### src/rtl/tetris_phase_controller.sv
// tetris_phase_controller
// Control core for one Tetris game: spawn, gravity with lock delay, lock,
// bottom-up scan and one-row-at-a-time clearing through a shift handshake,
// and game-over detection. Strobes and game_over are registered; move_ready
// is the only combinational output.
//
// state     | meaning
// ----------+---------------------------------------------------------------
// IDLE      | waiting for start after reset
// SPAWN     | one cycle: insert a new piece or detect a blocked spawn
// FALL      | active piece under gravity and player moves
// LOCK      | one cycle: lock_en high, datapath merges the piece
// SCAN      | test one row per cycle, bottom to top
// SHIFT     | shift_req held until the datapath acknowledges a row delete
// GAME_OVER | game_over high, waiting for start

module tetris_phase_controller #(
    parameter int ROWS       = 20,
    parameter int LOCK_TICKS = 2
) (
    input  logic                      game_clk,
    input  logic                      reset,
    input  logic                      start,
    input  logic                      gravity_tick,
    input  logic                      move_valid,
    output logic                      move_ready,
    input  logic                      piece_touching,
    input  logic                      spawn_blocked,
    input  logic [ROWS-1:0]           full_rows,
    output logic                      spawn_req,
    output logic                      fall_en,
    output logic                      lock_en,
    output logic                      shift_req,
    output logic [$clog2(ROWS)-1:0]   shift_row,
    input  logic                      shift_done,
    output logic [$clog2(ROWS+1)-1:0] lines_last,
    output logic [15:0]               line_count,
    output logic                      game_over,
    output logic [2:0]                phase
);

    localparam int IDX_W = $clog2(ROWS);
    localparam int LL_W  = $clog2(ROWS + 1);
    localparam int LC_W  = $clog2(LOCK_TICKS + 1);

    typedef enum logic [2:0] {
        S_IDLE      = 3'd0,
        S_SPAWN     = 3'd1,
        S_FALL      = 3'd2,
        S_LOCK      = 3'd3,
        S_SCAN      = 3'd4,
        S_SHIFT     = 3'd5,
        S_GAME_OVER = 3'd6
    } state_t;

    state_t            state_q;
    logic [LC_W-1:0]   lock_cnt_q;
    logic [IDX_W-1:0]  scan_idx_q;
    logic [IDX_W-1:0]  shift_row_q;
    logic [LL_W-1:0]   lines_last_q;
    logic [15:0]       line_count_q;
    logic              spawn_req_q;
    logic              fall_en_q;
    logic              lock_en_q;
    logic              shift_req_q;
    logic              game_over_q;

    // Gravity wins over a coincident player move; the move waits a cycle.
    assign move_ready = (state_q == S_FALL) & ~gravity_tick;

    assign spawn_req  = spawn_req_q;
    assign fall_en    = fall_en_q;
    assign lock_en    = lock_en_q;
    assign shift_req  = shift_req_q;
    assign shift_row  = shift_row_q;
    assign lines_last = lines_last_q;
    assign line_count = line_count_q;
    assign game_over  = game_over_q;
    assign phase      = state_q;

    // Phase sequencing with registered strobes; one-cycle strobes default low.
    always_ff @(posedge game_clk or posedge reset) begin
        if (reset) begin
            state_q      <= S_IDLE;
            lock_cnt_q   <= '0;
            scan_idx_q   <= '0;
            shift_row_q  <= '0;
            lines_last_q <= '0;
            line_count_q <= '0;
            spawn_req_q  <= 1'b0;
            fall_en_q    <= 1'b0;
            lock_en_q    <= 1'b0;
            shift_req_q  <= 1'b0;
            game_over_q  <= 1'b0;
        end else begin
            spawn_req_q <= 1'b0;
            fall_en_q   <= 1'b0;
            lock_en_q   <= 1'b0;
            case (state_q)
                S_IDLE: begin
                    if (start) state_q <= S_SPAWN;
                end
                S_SPAWN: begin
                    if (spawn_blocked) begin
                        game_over_q <= 1'b1;
                        state_q     <= S_GAME_OVER;
                    end else begin
                        spawn_req_q <= 1'b1;
                        lock_cnt_q  <= '0;
                        state_q     <= S_FALL;
                    end
                end
                S_FALL: begin
                    if (gravity_tick) begin
                        if (!piece_touching) begin
                            fall_en_q  <= 1'b1;
                            lock_cnt_q <= '0;
                        end else begin
                            lock_cnt_q <= lock_cnt_q + LC_W'(1);
                            // lock_en rises on the same edge that enters LOCK
                            if (lock_cnt_q == LC_W'(LOCK_TICKS - 1)) begin
                                lock_en_q <= 1'b1;
                                state_q   <= S_LOCK;
                            end
                        end
                    end
                end
                S_LOCK: begin
                    scan_idx_q   <= IDX_W'(ROWS - 1);
                    lines_last_q <= '0;
                    state_q      <= S_SCAN;
                end
                S_SCAN: begin
                    if (full_rows[scan_idx_q]) begin
                        shift_req_q <= 1'b1;
                        shift_row_q <= scan_idx_q;
                        state_q     <= S_SHIFT;
                    end else if (scan_idx_q != '0) begin
                        scan_idx_q <= scan_idx_q - IDX_W'(1);
                    end else begin
                        state_q <= S_SPAWN;
                    end
                end
                S_SHIFT: begin
                    // Same index is rescanned: the row above has dropped into it.
                    if (shift_done) begin
                        shift_req_q  <= 1'b0;
                        lines_last_q <= lines_last_q + LL_W'(1);
                        if (line_count_q != 16'hFFFF)
                            line_count_q <= line_count_q + 16'd1;
                        state_q <= S_SCAN;
                    end
                end
                S_GAME_OVER: begin
                    if (start) begin
                        line_count_q <= '0;
                        lines_last_q <= '0;
                        game_over_q  <= 1'b0;
                        state_q      <= S_SPAWN;
                    end
                end
                default: state_q <= S_IDLE;
            endcase
        end
    end

    // A refused move request must stay asserted until it is granted.
    a_move_held: assert property (@(posedge game_clk) disable iff (reset)
        (move_valid && !move_ready) |=> move_valid);

endmodule

### config.mk
export PLATFORM = sky130hd
export DESIGN_NAME = tetris_phase_controller
export DESIGN_NICKNAME = d
export VERILOG_FILES = /design/src/rtl/tetris_phase_controller.sv
export SDC_FILE = /design/constraint.sdc
export NUM_CORES = 1
export LEC_CHECK = 0
export ABC_AREA = 1
export BUFFER_PORTS_ARGS = -buffer_cell sky130_fd_sc_hd__buf_2
export CORE_MARGIN = 2
export CORE_UTILIZATION = 30
export CTS_CLUSTER_SIZE = 20
export DETAILED_ROUTE_END_ITERATION = 8
export PLACE_DENSITY = 0.58
export SLEW_MARGIN = 20
export SYNTH_ARGS = -nofsm -noshare
export SYNTH_HDL_FRONTEND = slang
export SYNTH_SLANG_ARGS = --single-unit
### constraint.sdc
create_clock -name game_clk -period 2.1 [get_ports game_clk]
set_input_delay 0.42 -clock game_clk [delete_from_list [all_inputs] [get_ports game_clk]]
set_output_delay 0.42 -clock game_clk [all_outputs]
set_load 0.005 [all_outputs]
# Word level (Yosys, flattened, before mapping)
# Cells that the tools add are included.
# totals
input_bits	28
ff_bits	41
out_inout_bits	35
elab_cells	96
# op_classes
order_cmp	1
n_eq_ne	21
bitwise	2
muxes	40
add_sub_neg	4
reduce_logical	17
# ops
cell	n
16-bit 2-to-1 mux	3
16-bit one-hot mux with 2 select lines	1
3-bit 2-to-1 mux	8
5-bit 2-to-1 mux	4
2-bit inequality test, second input constant	10
3-bit one-hot mux with 6 select lines	1
16-bit by 1-bit adder with 16-bit output, second input constant	1
16-bit inequality test, second input constant	1
5-bit one-hot mux with 3 select lines	1
3-bit AND reduction	5
1-bit 2-to-1 mux	14
5-bit one-hot mux with 2 select lines	1
2-bit nonzero test	5
3-bit equality test, second input constant	3
3-bit by 2-bit equality test with 1-bit output, second input constant	2
5-bit by 6-bit less-than comparator with 1-bit output, second input constant	1
2-bit 2-to-1 mux	3
6-bit AND reduction	1
5-bit by 1-bit adder with 5-bit output, second input constant	1
1-bit binary-select mux with 5-bit select	1
5-bit nonzero test	1
5-bit by 1-bit subtractor with 5-bit output, second input constant	1
2-bit by 1-bit inequality test with 1-bit output, second input constant	2
1-bit one-hot mux with 2 select lines	2
12 further kinds	12

# Depth between registers and ports, before layout
# Gate-level depths: netlist (run 1).
# depth
depth_word	5
mapped_depth	15
mapped_depth_nobuf	14

# Least setup slack after synthesis (run 1)
# No wires, ideal clock.
# synth_path
kind	register to register
startpoint	reg line_count_q[0] (netlist: line_count[0])
endpoint	reg line_count_q[10] (netlist: line_count[10])
path_slack_ns	0.441
arrival_time_ns	1.538
path_stages_with_launch	10
setup_time_ns	0.121
path_buffers	1
period_less_slack_ns	1.659
cell_sequence	dfrtp_1 ha_1 nand3_1 nor2_2 nand3_1 o21ai_2 nand2_4 buf_6 a31oi_1 nor2_1
# synth_between
elab_chain_cells	4
elab_cells_between_ends	7
# synth_rtl
item	line_no	rtl
from (decl)	61	logic [15:0] line_count_q;
from (signal assigned)	150	line_count_q <= line_count_q + 16'd1;
16-bit by 1-bit adder with 16-bit output	150	
16-bit 2-to-1 mux	149	if (line_count_q != 16'hFFFF)
16-bit 2-to-1 mux	146	if (shift_done) begin
16-bit one-hot mux with 2 select lines	99	case (state_q)
# Several ways; a longest one is shown, not always the timed one. The select of a mux whose other input is x is not followed.
# A chain may end at the register's enable or synchronous reset.

# Final worst setup path (run 1)
# layout_path
startpoint	reg scan_idx_q[0]
endpoint	reg scan_idx_q[4]
# layout_between
elab_chain_cells	4
elab_cells_between_ends	10
# layout_rtl
item	line_no	rtl
from (decl)	58	logic [IDX_W-1:0] scan_idx_q;
from (signal assigned)	129	scan_idx_q <= IDX_W'(ROWS - 1);
from (signal assigned)	139	scan_idx_q <= scan_idx_q - IDX_W'(1);
1-bit binary-select mux with 5-bit select / 5-bit by 1-bit subtractor with 5-bit output (equally long branches)	134, 139	
1-bit 2-to-1 mux (not written as such) / 5-bit 2-to-1 mux (equally long branches)	134, 138	
2-bit inequality test (no source line) / 5-bit 2-to-1 mux (equally long branches)	--	
3-bit AND reduction (no source line) / 5-bit one-hot mux with 2 select lines (equally long branches)	--	
# Several ways; a longest one is shown, not always the timed one. The select of a mux whose other input is x is not followed.

==> flow_metrics.env, run 1 <==
export IMPL_worstMarginPinSlew_ns=0.541
export IMPL_yosys_area_share_simple_pct=33.6
export IMPL_ant_nets=0
export IMPL_synth_area_leader_cell="dfrtp_1"
export IMPL_clockBufferDepth=2
export IMPL_cpMostUsedCell="nand2_1"
export IMPL_synthFlopType="dfrtp_1"
export IMPL_drcViolationCount=0
export IMPL_synth_top_cell_area_share_pct=41.5
export IMPL_synth_area_per_cell_um2=7.48
export IMPL_area_growth_pct=21.3
export IMPL_synthArstFlopShare_pct=100
export IMPL_ys_seq_area_share_pct=41.5
export IMPL_synth_area_mux_share_pct=0
export IMPL_fin_crit_sh_pct=87.1
export IMPL_synth_edf_count=0
export IMPL_grt_max_degree=42
export IMPL_clkTransAtPathRegs_ns=0.09
export IMPL_crit_chain="or2_2 -> nand3_1 -> nand3_1 -> nand3_1 -> nand2_1 -> nand2_2 -> nand2_2 -> nand2_4 -> nand2_1 -> nand2_1 -> nand2_1"
export IMPL_cp_slowest_stage_delay_ns=0.51
export IMPL_core_area_mm2=0.00809
export IMPL_first_pass_iters=4
export IMPL_avgViaCountPerCell=4.64
export IMPL_maxCapViolCount=0
export IMPL_arrival_ns=2.03
export IMPL_die_h_um=94.8
export IMPL_finClkSkew_ns=0.00801
export IMPL_tns_ns=0
export IMPL_post_cts_buffers=0
export IMPL_cts_htree_levels=2
export IMPL_fillers=889
export IMPL_diodes=0
export IMPL_clock_latency_ns=0.30
export IMPL_synth_compound_area_share_pct=11.0
export IMPL_slowest_stage="dfrtp_2"
export IMPL_chipWidth_um=94.8
export IMPL_grt_pass1_vias=2116
export IMPL_wl_per_cell_um=11.5
export IMPL_grt_overflow_total=0
export IMPL_slew_violations=0
export IMPL_r2r_end="scan_idx_q[4]"
export IMPL_cts_sinks=41
export IMPL_drt_iter0_drc=66
export IMPL_synth_xor_area_share_pct=1.77
export IMPL_num_rows=33
export IMPL_worst_setup_path_start_kind="flip-flop"
export IMPL_path_max_fanout=18
export IMPL_yosys_warnings=0
export IMPL_place_gp_congestion=0.821
export IMPL_grt_pass1_wl_um=9690
export IMPL_grt_use_total_pct=13.8
export IMPL_num_vias=2336
export IMPL_num_nets_final=430
export IMPL_synthCells=331
export IMPL_worstReg2RegStart="scan_idx_q[0]"
export IMPL_synth_area_leaders="dfrtp_1 (41%), nand2_1 (13%), nand3_1 (8.1%)"
export IMPL_powerDensity_mw_per_mm2=1240
export IMPL_cts_hold_buf=0
export IMPL_cts_tree="done"
export IMPL_worstPathRequired_ns=2.30
export IMPL_slew_headroom_pct=63.9
export IMPL_synth_fa_ha_area_share_pct=2.53
export IMPL_outcome="complete, no violations"
export IMPL_synth_area_mm2=0.00247
export IMPL_io_pin_count=63
export IMPL_totalWireLength_um=5810
export IMPL_setup_viol=0
export IMPL_cts_root_buffer="clkbuf_8"
export IMPL_synth_top_family_by_area="simple AND/OR/NAND/NOR gates"
export IMPL_antenna_found_initial=0
export IMPL_r2r_cells=11
export IMPL_p_leak_uw=0.00159
export IMPL_end_kind="flip-flop"
export IMPL_fmax_mhz=547
export IMPL_hold_path_class="input port to asynchronous set/reset pin"
export IMPL_critPathKind="flip-flop to flip-flop"
export IMPL_timing_reg2reg_setup_slack_ns=0.27
export IMPL_whs_ns=0.232
export IMPL_fin_crit_ns=1.83
export IMPL_ys_ff_latch=41
export IMPL_post_route_cells_drive_above_1_share_pct=25.4
export IMPL_start_util_pct=30.6
export IMPL_io_buffers=61
export IMPL_ir_drop_v=0.000469
export IMPL_yosysUniqueCellTypes=36
export IMPL_rsz0062_at_grt="no"
export IMPL_syn_nets=364
export IMPL_cts_buffers=5
export IMPL_place_hpwl_um=4310
export IMPL_die_area_mm2=0.00899
export IMPL_hold_viol_final=0
[cells by family after synthesis]
logic type	count (synthesis)
and+or+nand+nor	181
buffers and inverters	54
AOI/OAI and AO/OA	45
DFF	41
xor gates and xnor gates	5
adders and majority gates	5
[state kept, by name, indices dropped and copies added (netlist names), 2 cells and up]
name / cells
line_count: 16
lines_last: 5
scan_idx_q: 5
shift_row: 5
phase: 3
lock_cnt_q: 2
[cell usage in the layout (no fill, tap or decap), types with 3 or more instances in the layout]
cell	instances
a21oi_1	8
buf_2	61
buf_4	3
clkbuf_8	6
dfrtp_1	40
ha_1	5
inv_1	42
inv_2	6
nand2_1	83
nand2_2	5
nand3_1	40
nand4_1	4
nor2_1	29
nor3_1	6
nor3_2	3
o21ai_0	16
o21ai_1	4
o21ai_2	6
o31ai_1	4
xor2_1	4
[what timing repair did]
action	4_1_cts	5_1_grt
setup endpoints to repair	0	6
gates resized for setup	0	2
hold endpoints to repair	0	0
[metal layers]
metal / vias to the layer above / part of all wire (%) / GRT usage [%]
met5: - / 0 / 0
met4: 0 / 1.3 / 4.47
met3: 7 / 4.9 / 3.19
met2: 47 / 48 / 24.0
met1: 1077 / 46 / 16.7
li1: 1205 / - / -
[worst max-delay path by stage]
stage / from / to / slack, ns
final: scan_idx_q[0] / scan_idx_q[4] / 0.27
after detailed placement: scan_idx_q[0] / scan_idx_q[2] / 0.15
after floorplan: line_count[0] / line_count[10] / 0.44
after CTS: scan_idx_q[0] / scan_idx_q[4] / 0.13
after global routing: scan_idx_q[0] / scan_idx_q[4] / 0.02
after global placement: scan_idx_q[0] / scan_idx_q[2] / 0.15
[where the power goes]
part	switching, µW	internal, µW	leakage (µW)
combinational	999	657	0.000997
sequential	323	1060	0.000536
clock	299	387	0.0000574
total	1620	2110	0.00159
[worst max-delay path: cells and delay by family, from the launching register on]
kind          cells  cell delay [ns]
flops             1             0.51
simple gates     11             1.20
[Yosys cell counts (2+ instances only)]
library cell,instances
o31ai_1,4
nand2_2,5
nand3_1,40
inv_1,42
inv_2,7
o21ai_2,6
nand3_2,2
o21a_1,2
nor3_1,6
buf_6,2
ha_1,5
nand4_1,4
xor2_1,4
o21ai_0,16
dfrtp_1,41
a21oi_1,8
a31oi_1,2
nor3_2,3
nand2_1,83
nand2_4,2
nor2_1,29
o21ai_1,4
[layout make-up]
cell class | count | area, µm² | share of cell area, %
Clock buffer | 6 | 82.6 | 2.75
Clock inverter | 2 | 37.5 | 1.25
Inverter | 49 | 186 | 6.21
Multi-Input combinational cell | 236 | 1210 | 40.3
Sequential cell | 41 | 1030 | 34.2
Tap cell | 105 | 131 | 4.38
Timing Repair Buffer | 64 | 328 | 10.9
[stage by stage]
step	worst slack [ns]	cell area [µm²]	total power, µW	util, %	std cells
finish	0.272	3000	3730	37.1	503
global route	0.0222	3000	4110	37.1	503
CTS	0.131	3000	3780	37.1	503
detailed placement	0.148	2880	3070	35.6	495
global placement	0.148	2880	3040	35.6	495
floorplan	0.441	2470	2570	-	331
(Power assumes the default switching activity.)
==> run 2, diff against run 1 <==
Settings changed: RECOVER_POWER set to 100.
==> run 2 against run 1 <==
Clock power hardly changed; core utilization down 0.43 points; die area unchanged; flip-flop and latch count is the same; first-iteration DRC count decreased by 14%; via count hardly changed; register-to-register slack is essentially flat; global-route usage did not move; critical path depth fell by 7; worst setup slack got worse by 0.052 ns; critical endpoint is now move_ready.
==> flow_metrics.env, run 2 (synthesis gave the netlist of run 1 again) <==
export IMPL_totalWireLength_um=5850
export IMPL_multi_input_area_mm2=0.00121
export IMPL_cts_htree_levels=2
export IMPL_cp_slowest_stage_delay_ns=0.47
export IMPL_post_cts_buffers=0
export IMPL_slew_violations=0
export IMPL_maxCapViolCount=0
export IMPL_fillers=906
export IMPL_clockBufferDepth=2
export IMPL_critPathKind="flip-flop to output port"
export IMPL_cts_tree="done"
export IMPL_worst_setup_path_start_kind="flip-flop"
export IMPL_most_common_layout_cells="nand2_1 (84), inv_1 (44), nand3_1 (40), dfrtp_1 (40), buf_2 (36)"
export IMPL_arrival_ns=1.46
export IMPL_grt_pass1_wl_um=9690
export IMPL_cts_root_buffer="clkbuf_8"
export IMPL_first_pass_iters=4
export IMPL_num_nets_final=430
export IMPL_r2r_cells=10
export IMPL_fmax_mhz=532
export IMPL_antenna_found_initial=0
export IMPL_clock_latency_ns=0.30
export IMPL_fin_crit_sh_pct=89.5
export IMPL_start_util_pct=30.6
export IMPL_clkPwrFrac_pct=18.6
export IMPL_powerDensity_mw_per_mm2=1240
export IMPL_grt_overflow_total=0
export IMPL_end_kind="output port"
export IMPL_cts_sinks=41
export IMPL_swShare_pct=44.1
export IMPL_diodes=0
export IMPL_num_rows=33
export IMPL_fin_util_pct=36.7
export IMPL_p_switching_uw=1620
export IMPL_wl_per_cell_um=11.6
export IMPL_io_pin_count=63
export IMPL_final_common_cell="nand2_1"
export IMPL_holdPathStages=2
export IMPL_io_buffers=61
export IMPL_p_leak_uw=0.00150
export IMPL_hold_path_class="input port to flip-flop"
export IMPL_pwr_share_comb_pct=43.6
export IMPL_die_area_mm2=0.00899
export IMPL_internal_power_uw=2060
export IMPL_chipWidth_um=94.8
export IMPL_clkTransAtPathRegs_ns=0.08
export IMPL_place_gp_congestion=0.821
export IMPL_slew_headroom_pct=30.0
export IMPL_busiest_layer="met2"
export IMPL_numPlacedInstances=495
export IMPL_core_area_mm2=0.00809
export IMPL_grt_use_met2_pct=24.0
export IMPL_timing_reg2reg_setup_slack_ns=0.26
export IMPL_post_route_cells_drive_above_1_share_pct=18.6
export IMPL_seqCellArea_mm2=0.00103
export IMPL_largest_register_ffs=16
export IMPL_crit_chain="inv_1 -> nand3_1 -> nor2_1 -> clkbuf_2"
export IMPL_worstMarginPinSlew_ns=1.05
export IMPL_grt_pass1_vias=2116
export IMPL_grt_use_total_pct=13.8
export IMPL_power_total_uw=3680
export IMPL_seqPwrFrac_pct=37.8
export IMPL_final_cell_count_no_fill=503
export IMPL_rsz0062_at_grt="no"
export IMPL_hold_viol_final=0
export IMPL_cp_depth=4
export IMPL_path_max_fanout=8
export IMPL_outcome="complete, no violations"
export IMPL_avgViaCountPerCell=4.65
export IMPL_timing_critical_path_buf_inv=2
export IMPL_drt_iter0_drc=57
export IMPL_cts_buffers=5
export IMPL_ir_drop_v=0.000461
export IMPL_tns_ns=0
export IMPL_drcViolationCount=0
export IMPL_finClkSkew_ns=0.00770
export IMPL_grt_max_degree=42
export IMPL_setup_viol=0
export IMPL_fin_crit_ns=1.88
export IMPL_slowest_stage="dfrtp_1"
export IMPL_place_hpwl_um=4310
export IMPL_die_h_um=94.8
export IMPL_num_vias=2337
export IMPL_cp_top_family="flip-flops"
export IMPL_grt_util_met1_pct=16.7
export IMPL_ant_nets=0
export IMPL_worstPathRequired_ns=1.68
export IMPL_area_growth_pct=19.9
export IMPL_use_met3_pct=3.19
run 2: cell count changes in the layout (fill, tap and decap cells not counted), sizes merged:
cell,change
clkbuf,+25
buf,-25
run 2: stage by stage:
| step | setup slack (ns) | hold WS (ns) | instance area, µm² |
|---|---|---|---|
| final | 0.220 | 0.303 | 2970 |
| after global routing | 0.0222 | 0.306 | 2970 |
| after CTS | 0.131 | 0.252 | 3000 |
| after detailed placement | 0.148 | 0.469 | 2880 |
| after global placement | 0.148 | 0.464 | 2880 |
| after floorplan | 0.441 | 0.457 | 2470 |
run 2: area by class of cell:
type / count / share of cell area (%)
repair buffers: 64 / 9.95
flip-flops and latches: 41 / 34.6
inverters: 49 / 6.28
multi-input cells: 236 / 40.7
clock buffers: 6 / 2.78
well taps: 105 / 4.43
clock inverters: 2 / 1.26
run 2: timing repair:
| action | 4_1_cts | 5_1_grt |
|---|---|---|
| gates resized for setup | 0 | 2 |
| endpoints found under the hold margin | 0 | 0 |
| endpoints found under the setup margin | 0 | 6 |
| hold buffers | 0 | 0 |
run 2: path summary, 6_finish.rpt:
kind	endpoint	from
min reg2reg	shift_row[1]	shift_row[1]
min in group asynchronous	lines_last[3]	reset
max in group asynchronous	scan_idx_q[0]	reset
max	move_ready	phase[2]
min	fall_en	piece_touching
max reg2reg	line_count[13]	line_count[0]
run 2: worst reg2reg max path: stages, from the launching register on:
cell     delay [ns]
dfrtp_1        0.41
ha_1           0.21
nand3_1        0.12
nor2_2         0.13
nand3_1        0.12
o21ai_2        0.24
nand2_4        0.17
nand2_1        0.16
o21ai_1        0.07
nand2_1        0.05
nor2_1         0.04
run 2: routing by layer:
metal	vias to the layer above	part of all wire, %
met5	-	0
met4	0	1.3
met3	7	5.3
met2	58	48
met1	1067	46
li1	1205	-
run 2: power by group through the flow:
stage               clock network [µW]  logic (µW)  registers, µW
finish                             686        1600           1390
global route                       743        1870           1450
CTS                                707        1680           1390
detailed placement                   0        1680           1400
global placement                     0        1640           1400
floorplan                            0        1240           1330
